File: src/rtl/alu_pkg.sv
// Shared decode constants, FSM state type and a small decode helper for the
// alu_issue issue/writeback stage.
package alu_pkg;

  localparam logic [6:0] OPC_OP     = 7'b0110011;
  localparam logic [6:0] OPC_OP_IMM = 7'b0010011;

  localparam logic [2:0] F3_SLL = 3'h1;
  localparam logic [2:0] F3_SRX = 3'h5;

  typedef enum logic {
    IDLE,
    EXECUTE
  } state_t;

  // Shift encodings take their rhs as a 5-bit shift amount and carry a
  // meaningful upper field (funct7 / imm[11:5]) into the ALU metadata.
  function automatic logic is_shift(input logic [2:0] funct3);
    return (funct3 == F3_SLL) || (funct3 == F3_SRX);
  endfunction

endpackage

File: src/rtl/alu_issue_if.sv
// Instruction handshake bundle: the producer drives instr/instr_valid and
// the issue stage answers with instr_ready.
interface alu_issue_if;

  logic [31:0] instr;
  logic        instr_valid;
  logic        instr_ready;

  modport master (
    output instr,
    output instr_valid,
    input  instr_ready
  );

  modport slave (
    input  instr,
    input  instr_valid,
    output instr_ready
  );

endinterface

File: src/rtl/regfile.sv
// Architectural register file: three asynchronous read ports (rs1, rs2,
// debug) and one synchronous write port. x0 is never written, so it reads 0.
module regfile #(
  parameter int DATA_WIDTH = 32,
  parameter int REG_COUNT  = 32
) (
  input  logic                  clk,
  input  logic                  rst_n,
  input  logic [4:0]            rs1_addr,
  input  logic [4:0]            rs2_addr,
  input  logic [4:0]            dbg_addr,
  output logic [DATA_WIDTH-1:0] rs1_data,
  output logic [DATA_WIDTH-1:0] rs2_data,
  output logic [DATA_WIDTH-1:0] dbg_data,
  input  logic                  we,
  input  logic [4:0]            wr_addr,
  input  logic [DATA_WIDTH-1:0] wr_data
);

  logic [DATA_WIDTH-1:0] regs_reg [REG_COUNT];

  // Clear every register on reset; afterwards commit writes except to x0.
  always_ff @(posedge clk or negedge rst_n) begin
    if (!rst_n) begin
      for (int i = 0; i < REG_COUNT; i++) begin
        regs_reg[i] <= '0;
      end
    end else if (we && (wr_addr != 5'd0)) begin
      regs_reg[wr_addr] <= wr_data;
    end
  end

  assign rs1_data = regs_reg[rs1_addr];
  assign rs2_data = regs_reg[rs2_addr];
  assign dbg_data = regs_reg[dbg_addr];

endmodule

File: src/rtl/alu_issue.sv
// Issue and writeback stage around an external RV32I ALU. Accepts one
// instruction per two cycles, decodes OP / OP-IMM, presents registered
// operands to the ALU, then retires the ALU result or flags the
// instruction as illegal in the following cycle.
module alu_issue
  import alu_pkg::*;
#(
  parameter int DATA_WIDTH = 32,
  parameter int REG_COUNT  = 32
) (
  input  logic                  clk,
  input  logic                  rst_n,
  alu_issue_if.slave            in_if,
  output logic [DATA_WIDTH-1:0] alu_lhs,
  output logic                  alu_lhs_valid,
  output logic [DATA_WIDTH-1:0] alu_rhs,
  output logic                  alu_rhs_valid,
  output logic [2:0]            alu_operation,
  output logic                  alu_operation_valid,
  output logic [6:0]            alu_metadata,
  output logic                  alu_metadata_valid,
  input  logic [DATA_WIDTH-1:0] alu_result,
  input  logic                  alu_result_valid,
  output logic                  retire_valid,
  output logic [4:0]            retire_rd,
  output logic [DATA_WIDTH-1:0] retire_data,
  output logic                  illegal,
  input  logic [4:0]            dbg_addr,
  output logic [DATA_WIDTH-1:0] dbg_data
);

  state_t state_reg;
  state_t state_next;

  logic accept;
  logic instr_ready;

  // Instruction fields
  logic [6:0] opcode;
  logic [4:0] rd;
  logic [2:0] funct3;
  logic [4:0] rs1;
  logic [4:0] rs2;
  logic [6:0] funct7;

  assign opcode = in_if.instr[6:0];
  assign rd     = in_if.instr[11:7];
  assign funct3 = in_if.instr[14:12];
  assign rs1    = in_if.instr[19:15];
  assign rs2    = in_if.instr[24:20];
  assign funct7 = in_if.instr[31:25];

  logic [DATA_WIDTH-1:0] rs1_data;
  logic [DATA_WIDTH-1:0] rs2_data;
  logic [DATA_WIDTH-1:0] imm_sext;

  assign imm_sext = {{(DATA_WIDTH-12){in_if.instr[31]}}, in_if.instr[31:20]};

  // Decoded operands, captured on the handshake edge
  logic                  dec_alu;
  logic [DATA_WIDTH-1:0] dec_lhs;
  logic [DATA_WIDTH-1:0] dec_rhs_raw;
  logic [DATA_WIDTH-1:0] dec_rhs;
  logic [2:0]            dec_op;
  logic [6:0]            dec_meta;

  // Registered ALU-facing state for the EXECUTE cycle
  logic                  alu_valid_reg;
  logic [DATA_WIDTH-1:0] lhs_reg;
  logic [DATA_WIDTH-1:0] rhs_reg;
  logic [2:0]            op_reg;
  logic [6:0]            meta_reg;
  logic [4:0]            rd_reg;

  logic rf_we;

  regfile #(
    .DATA_WIDTH (DATA_WIDTH),
    .REG_COUNT  (REG_COUNT)
  ) u_regfile (
    .clk      (clk),
    .rst_n    (rst_n),
    .rs1_addr (rs1),
    .rs2_addr (rs2),
    .dbg_addr (dbg_addr),
    .rs1_data (rs1_data),
    .rs2_data (rs2_data),
    .dbg_data (dbg_data),
    .we       (rf_we),
    .wr_addr  (rd_reg),
    .wr_data  (alu_result)
  );

  // Decode OP / OP-IMM into ALU operands; anything else decodes to zeros.
  always_comb begin
    dec_alu     = (opcode == OPC_OP) || (opcode == OPC_OP_IMM);
    dec_lhs     = '0;
    dec_rhs_raw = '0;
    dec_rhs     = '0;
    dec_op      = '0;
    dec_meta    = '0;
    if (dec_alu) begin
      dec_lhs = rs1_data;
      dec_op  = funct3;
      if (opcode == OPC_OP) begin
        dec_rhs_raw = rs2_data;
        dec_meta    = funct7;
      end else begin
        dec_rhs_raw = imm_sext;
        if (is_shift(funct3)) begin
          dec_meta = funct7;
        end
      end
      // Shift amounts are the low five bits only, zero-extended.
      if (is_shift(funct3)) begin
        dec_rhs = {{(DATA_WIDTH-5){1'b0}}, dec_rhs_raw[4:0]};
      end else begin
        dec_rhs = dec_rhs_raw;
      end
    end
  end

  // FSM state register.
  always_ff @(posedge clk or negedge rst_n) begin
    if (!rst_n) begin
      state_reg <= IDLE;
    end else begin
      state_reg <= state_next;
    end
  end

  // Next state plus handshake and retire/illegal pulses.
  always_comb begin
    state_next   = state_reg;
    instr_ready  = 1'b0;
    accept       = 1'b0;
    retire_valid = 1'b0;
    illegal      = 1'b0;
    case (state_reg)
      IDLE: begin
        // Held low while reset is asserted so nothing is offered upstream.
        instr_ready = rst_n;
        accept      = in_if.instr_valid && instr_ready;
        if (accept) begin
          state_next = EXECUTE;
        end
      end
      EXECUTE: begin
        state_next = IDLE;
        if (alu_valid_reg && alu_result_valid) begin
          retire_valid = 1'b1;
        end else begin
          illegal = 1'b1;
        end
      end
      default: state_next = IDLE;
    endcase
  end

  assign in_if.instr_ready = instr_ready;

  // Capture decoded operands on accept; clear them when leaving EXECUTE so
  // the ALU bus reads all zeros while idle.
  always_ff @(posedge clk or negedge rst_n) begin
    if (!rst_n) begin
      alu_valid_reg <= 1'b0;
      lhs_reg       <= '0;
      rhs_reg       <= '0;
      op_reg        <= '0;
      meta_reg      <= '0;
      rd_reg        <= '0;
    end else if (accept) begin
      alu_valid_reg <= dec_alu;
      lhs_reg       <= dec_lhs;
      rhs_reg       <= dec_rhs;
      op_reg        <= dec_op;
      meta_reg      <= dec_meta;
      rd_reg        <= rd;
    end else if (state_reg == EXECUTE) begin
      alu_valid_reg <= 1'b0;
      lhs_reg       <= '0;
      rhs_reg       <= '0;
      op_reg        <= '0;
      meta_reg      <= '0;
      rd_reg        <= '0;
    end
  end

  assign alu_lhs             = lhs_reg;
  assign alu_rhs             = rhs_reg;
  assign alu_operation       = op_reg;
  assign alu_metadata        = meta_reg;
  assign alu_lhs_valid       = alu_valid_reg;
  assign alu_rhs_valid       = alu_valid_reg;
  assign alu_operation_valid = alu_valid_reg;
  assign alu_metadata_valid  = alu_valid_reg;

  assign rf_we       = retire_valid;
  assign retire_rd   = retire_valid ? rd_reg : 5'd0;
  assign retire_data = (retire_valid && (rd_reg != 5'd0)) ? alu_result : '0;

endmodule
File: src/flat_wrapper.sv
// flat-port wrapper written by rule: the top's interface ports become plain ports
module alu_issue_flat import alu_pkg::*;
#(
  parameter int DATA_WIDTH = 32,
  parameter int REG_COUNT  = 32
)
  (clk, rst_n, alu_lhs, alu_lhs_valid, alu_rhs, alu_rhs_valid, alu_operation, alu_operation_valid, alu_metadata, alu_metadata_valid, alu_result, alu_result_valid, retire_valid, retire_rd, retire_data, illegal, dbg_addr, dbg_data, in_if_instr, in_if_instr_valid, in_if_instr_ready);
  alu_issue_if in_if_i ();
  input  logic clk;
  input  logic rst_n;
  output logic [DATA_WIDTH-1:0] alu_lhs;
  output logic alu_lhs_valid;
  output logic [DATA_WIDTH-1:0] alu_rhs;
  output logic alu_rhs_valid;
  output logic [2:0] alu_operation;
  output logic alu_operation_valid;
  output logic [6:0] alu_metadata;
  output logic alu_metadata_valid;
  input  logic [DATA_WIDTH-1:0] alu_result;
  input  logic alu_result_valid;
  output logic retire_valid;
  output logic [4:0] retire_rd;
  output logic [DATA_WIDTH-1:0] retire_data;
  output logic illegal;
  input  logic [4:0] dbg_addr;
  output logic [DATA_WIDTH-1:0] dbg_data;
  input wire logic [$bits(in_if_i.instr)-1:0] in_if_instr;
  input wire logic [$bits(in_if_i.instr_valid)-1:0] in_if_instr_valid;
  output wire logic [$bits(in_if_i.instr_ready)-1:0] in_if_instr_ready;
  assign in_if_i.instr = in_if_instr;
  assign in_if_i.instr_valid = in_if_instr_valid;
  assign in_if_instr_ready = in_if_i.instr_ready;
  alu_issue #(.DATA_WIDTH(DATA_WIDTH), .REG_COUNT(REG_COUNT)) u_core (.clk(clk), .rst_n(rst_n), .in_if(in_if_i), .alu_lhs(alu_lhs), .alu_lhs_valid(alu_lhs_valid), .alu_rhs(alu_rhs), .alu_rhs_valid(alu_rhs_valid), .alu_operation(alu_operation), .alu_operation_valid(alu_operation_valid), .alu_metadata(alu_metadata), .alu_metadata_valid(alu_metadata_valid), .alu_result(alu_result), .alu_result_valid(alu_result_valid), .retire_valid(retire_valid), .retire_rd(retire_rd), .retire_data(retire_data), .illegal(illegal), .dbg_addr(dbg_addr), .dbg_data(dbg_data));
endmodule
File: config.mk
export PLATFORM = sky130hd
export DESIGN_NAME = alu_issue_flat
export DESIGN_NICKNAME = d
export VERILOG_FILES = /design/src/rtl/alu_pkg.sv /design/src/rtl/alu_issue_if.sv /design/src/rtl/regfile.sv /design/src/rtl/alu_issue.sv /design/src/flat_wrapper.sv
export SDC_FILE = /design/constraint.sdc
export NUM_CORES = 2
export LEC_CHECK = 0
export CORE_MARGIN = 2
export CORE_UTILIZATION = 50
export CTS_CLUSTER_DIAMETER = 30
export DETAILED_ROUTE_END_ITERATION = 7
export PLACE_DENSITY = 0.67
export SLEW_MARGIN = 10
export SYNTH_ARGS = -nofsm -noshare
export SYNTH_HDL_FRONTEND = slang
export SYNTH_SLANG_ARGS = --single-unit
File: constraint.sdc
create_clock -name clk -period 3.4 [get_ports clk]
set_input_delay 0.68 -clock clk [delete_from_list [all_inputs] [get_ports clk]]
set_output_delay 0.68 -clock clk [all_outputs]
set_load 0.02 [all_outputs]
Word level (Yosys, flattened, before mapping)
Index checks and enable logic that the tools add are counted.
{"block": "word_totals", "out_inout_bits": 150, "register_bits": 1105, "input_bits": 73}
{"block": "op_classes", "magnitude_cmp": 5, "eq_ne": 4, "bitwise": 5, "n_mux": 41, "reduce_logical": 8}
{"cell": "$bwmux W1024", "n": 1}
{"cell": "$bmux W32 S5", "n": 3}
{"cell": "$mux W32", "n": 15}
{"cell": "$demux W32 S5", "n": 1}
{"cell": "$mux W7", "n": 5}
{"cell": "$ge A6 B6 Y1 const B", "n": 4}
{"cell": "$not A5 Y6", "n": 4}
{"cell": "$mux W5", "n": 3}
{"cell": "$mux W1", "n": 9}
{"cell": "$mux W3", "n": 3}
{"cell": "$eq A7 B5 Y1 const B", "n": 1}
{"cell": "$eq A7 B6 Y1 const B", "n": 1}
{"cell": "$lt A6 B1 Y1 const B", "n": 1}
{"cell": "$reduce_bool A5 Y1", "n": 1}
{"cell": "$logic_and A1 B1 Y1", "n": 4}
{"cell": "$eq A3 B1 Y1 const B", "n": 1}
{"cell": "$eq A3 B3 Y1 const B", "n": 1}
{"cell": "$logic_or A1 B1 Y1", "n": 2}
{"cell": "$pmux W1 S2", "n": 1}
{"cell": "$reduce_bool A2 Y1", "n": 1}
{"cell": "$not A1 Y1", "n": 1}

Logic depth before layout (Yosys ltp)
{"block": "depth", "depth_word": 8, "mapped_depth": 10, "ltp_nobuf": 6}

Modules after synthesis
From an unflattened synthesis, not the netlist that was laid out.
{"block": "hier_totals", "hier_cells": 6071, "hier_area_um2": 68237.9}
{"mod": "regfile", "cells_each": 5759, "instances": 1, "area_per_inst_um2": 64677.0, "seq_area_each_um2": 25624.6}
{"mod": "alu_issue", "cells_each": 312, "instances": 1, "area_per_inst_um2": 3560.9, "seq_area_each_um2": 2026.9}

Worst setup path after synthesis
Ideal clock, no wire load.
{"block": "synth_path", "kind": "input-to-output", "start": "in dbg_addr[0]", "end": "out dbg_data[13]", "required_time_ns": 2.720, "t_arrival_ns": 2.517, "slack_ns": 0.203, "cell_stages": 6, "n_path_buf": 3, "cell_sequence": "buf_2 buf_6 buf_2 mux4_2 mux4_2 mux2_2"}
{"block": "synth_between", "elab_chain_cells": 4}
{"element": "start, declared", "line_no": "flat_wrapper.sv:25", "rtl": "input logic [4:0] dbg_addr;"}
{"element": "$not A5 Y6 (implied by the code)", "line_no": "regfile.sv:35", "rtl": "assign dbg_data = regs_reg[dbg_addr];"}
{"element": "$bmux W32 S5", "line_no": "regfile.sv:35"}
{"element": "$mux W32 (implied by the code) (2 in series)", "line_no": "regfile.sv:35"}
{"element": "end, declared", "line_no": "flat_wrapper.sv:26", "rtl": "output logic [DATA_WIDTH-1:0] dbg_data;"}
Every way passes these cells. The select of a mux whose other input is x is not followed.

Worst setup path after layout
{"block": "layout_path", "start": "in dbg_addr[0]", "end": "out dbg_data[30]"}
The elaborated chain is that of the path after synthesis.

==> results.yml <==
status:
  status: "finished with violations"
  violations: "setup timing"
yosys:
  async_flop_share: 1.00
  syn_area_mm2: 0.0655
  synth_most_common_cell: "dfrtp_1"
  syn_inst: 4330
  synth.avg_cell_area_um2: 15.1
  synth_fp_nets: 4403
  ys.flop_type: "dfrtp_1"
  yosys-top-cells-area: "dfrtp_1, mux4_2, mux2_2"
  ys_ff_latch: 1105
  seq_area_frac_synth: 0.422
  synth_top_cell_by_area: "dfrtp_1"
  synthDistinctLibCells: 55
  synth_top_area_share: 0.422
  ys.warnings.count: 0
  synth_common_cells: "dfrtp_1, mux2_2, mux4_2"
  synth_edf_count: 0
route:
  route.detailed.drc: 0
  routedWlPerCell_um: 37.0
  ant_nets: 0
  drt_iter0_drc: 6631
  via_count: 48500
  drtPass1Iterations: 6
  via_per_inst: 7.16
  drt-total-wl_um: 251000
clock_tree:
  cts.path.max_buffers: 4
  root_buffer: "clkbuf_16"
  cts_made_buffers: 276
  clk-insertion-delay-late_ns: 0.89
  cts_tree: "yes"
  clock-sinks: 1105
  htree_levels: 5
  path_clk_slew_ns: 0.04
timing:
  fin_skew_ns: 0.0452
  setup_ws_ns: -0.162
  finalHoldViolations: 0
  rsz0062_at_grt: "true"
  fmax_mhz: 281
  slew_viol_final: 0
  finalSetupViolCount: 25
  min_period_ns: 3.56
  fin_crit_sh: 1.05
  maxSlewHeadroom: 0.0823
  worstMarginPinSlew_ns: 1.37
setup_path:
  worst_setup_path_end_kind: "output port"
  cp-start-kind: "primary input"
  path_class: "in2out"
  r2r_slack_ns: 0.75
  cp.required_ns: 2.72
  path_max_fanout: 8
  cp.arrival_ns: 2.88
power:
  power.density_mw_per_mm2: 512
  ir_worst_vdd_v: 0.000528
  power_leakage_nw: 37.7
layout:
  fillerInstances: 9366
  multi_input_area_mm2: 0.0360
  final_util: 0.641
  largest_register_ffs: 1024
  nets: 4901
  area_growth_pct: 27.0
  regArea_mm2: 0.0277
  drive_gt1_frac: 0.577
floorplanning:
  die_area_mm2: 0.134
  die_y_um: 366
  die_width_um: 366
  fp-row-count: 132
  ios: 223
  initial_core_util: 0.505
  core_area_mm2: 0.130
place:
  post-place-ws_ns: -0.482
  io_buffers: 222
  dpl.hpwl_um: 157000
  gp_congestion: 0.936
run:
  drv_cap: 0
grt:
  grt-ovfl-total: 0
  grtUsageTotal: 0.374
  antenna_found_initial: 6
  grt_pass1_wl_um: 362000
  grt_max_degree: 152
  grt_pass1_vias: 49700
worst_hold_path:
  hp-class: "in2async"
-- power breakdown --
group	switching [mW]	internal [mW]	total [mW]
registers	0.0318	13.2	13.2
clock network	8.11	18.5	26.6
logic	1.76	0.986	2.75
-- per-layer routing --
metal | track usage | share of wire
met3 | 0.135 | 0.13
met4 | 0.206 | 0.061
met1 | 0.509 | 0.38
met5 | 0.0139 | 0.0011
met2 | 0.522 | 0.43
-- logic make-up after synthesis --
| group | count (synthesis) | synth area share |
|---|---|---|
| and+or+nand+nor | 331 | 0.0258 |
| DFF | 1105 | 0.422 |
| AOI/OAI and AO/OA | 341 | 0.0382 |
| buffers and inverters | 520 | 0.0352 |
| muxes | 2033 | 0.479 |
-- layout by cell type, fill, tap and decap left out, types with 78 or more instances in the layout --
cell type	Yosys	layout
clkbuf_16	0	286
buf_12	0	115
dfrtp_1	1105	1104
clkdlybuf4s50_1	0	143
buf_4	34	363
nand2_1	82	78
mux2_2	1043	1011
mux4_2	778	778
mux2i_1	210	210
a22oi_1	93	93
-- worst max-delay path: stages --
cell and delay, ns:
buf_16 0.15, buf_16 0.17, buf_16 0.16, buf_12 0.13, buf_6 0.09, mux4_2 0.49, mux4_2 0.53, mux2_4 0.30
buf_6 0.14
-- stage by stage --
step                instance area, um2  setup TNS (ns)  total power, mW  hold slack, ns  instances
floorplan                        65500               0             14.7           0.384       4330
global placement                 71900          -12.45             16.0           0.406       6116
detailed placement               71900          -12.57             16.0           0.404       6116
CTS                              82900           -1.65             42.7           0.205       6728
global route                     83200           -2.32             43.6           0.227       6762
finish                           83200           -1.60             42.6           0.230       6766
-- path summary, 6_finish.rpt --
| kind | startpoint | end | cells after the start |
|---|---|---|---|
| max | dbg_addr[0] | dbg_data[30] | 9 |
| min | rst_n | u_core.u_regfile.regs_reg[835] | 2 |
| max reg2reg | u_core.state_reg | u_core.u_regfile.regs_reg[5] | 7 |
| min reg2reg | u_core.u_regfile.regs_reg[1019] | u_core.u_regfile.regs_reg[1019] | 0 |
| max in group asynchronous | rst_n | u_core.u_regfile.regs_reg[826] | 4 |
| min in group clk | in_if_instr[23] | u_core.alu_rhs[3] | 3 |
-- repair_timing --
item                       CTS  global route
resized for setup          267            25
hold buffers                 1             0
setup endpoints to repair   60            33
hold endpoints to repair    70             0
setup buffers              134            35
gates cloned                 8             2
pin swaps                    0             0
-- final cells by class --
cell class | instances | share of cell area
repair buffers | 736 | 0.0959
well taps | 1742 | 0.0262
clock buffers | 345 | 0.0920
multi-input cells | 2705 | 0.433
clock inverters | 125 | 0.0204
diodes | 4 | 0.000120
inverters | 4 | 0.000210
flip-flops and latches | 1105 | 0.332
Power figures use the tool's default switching activity.
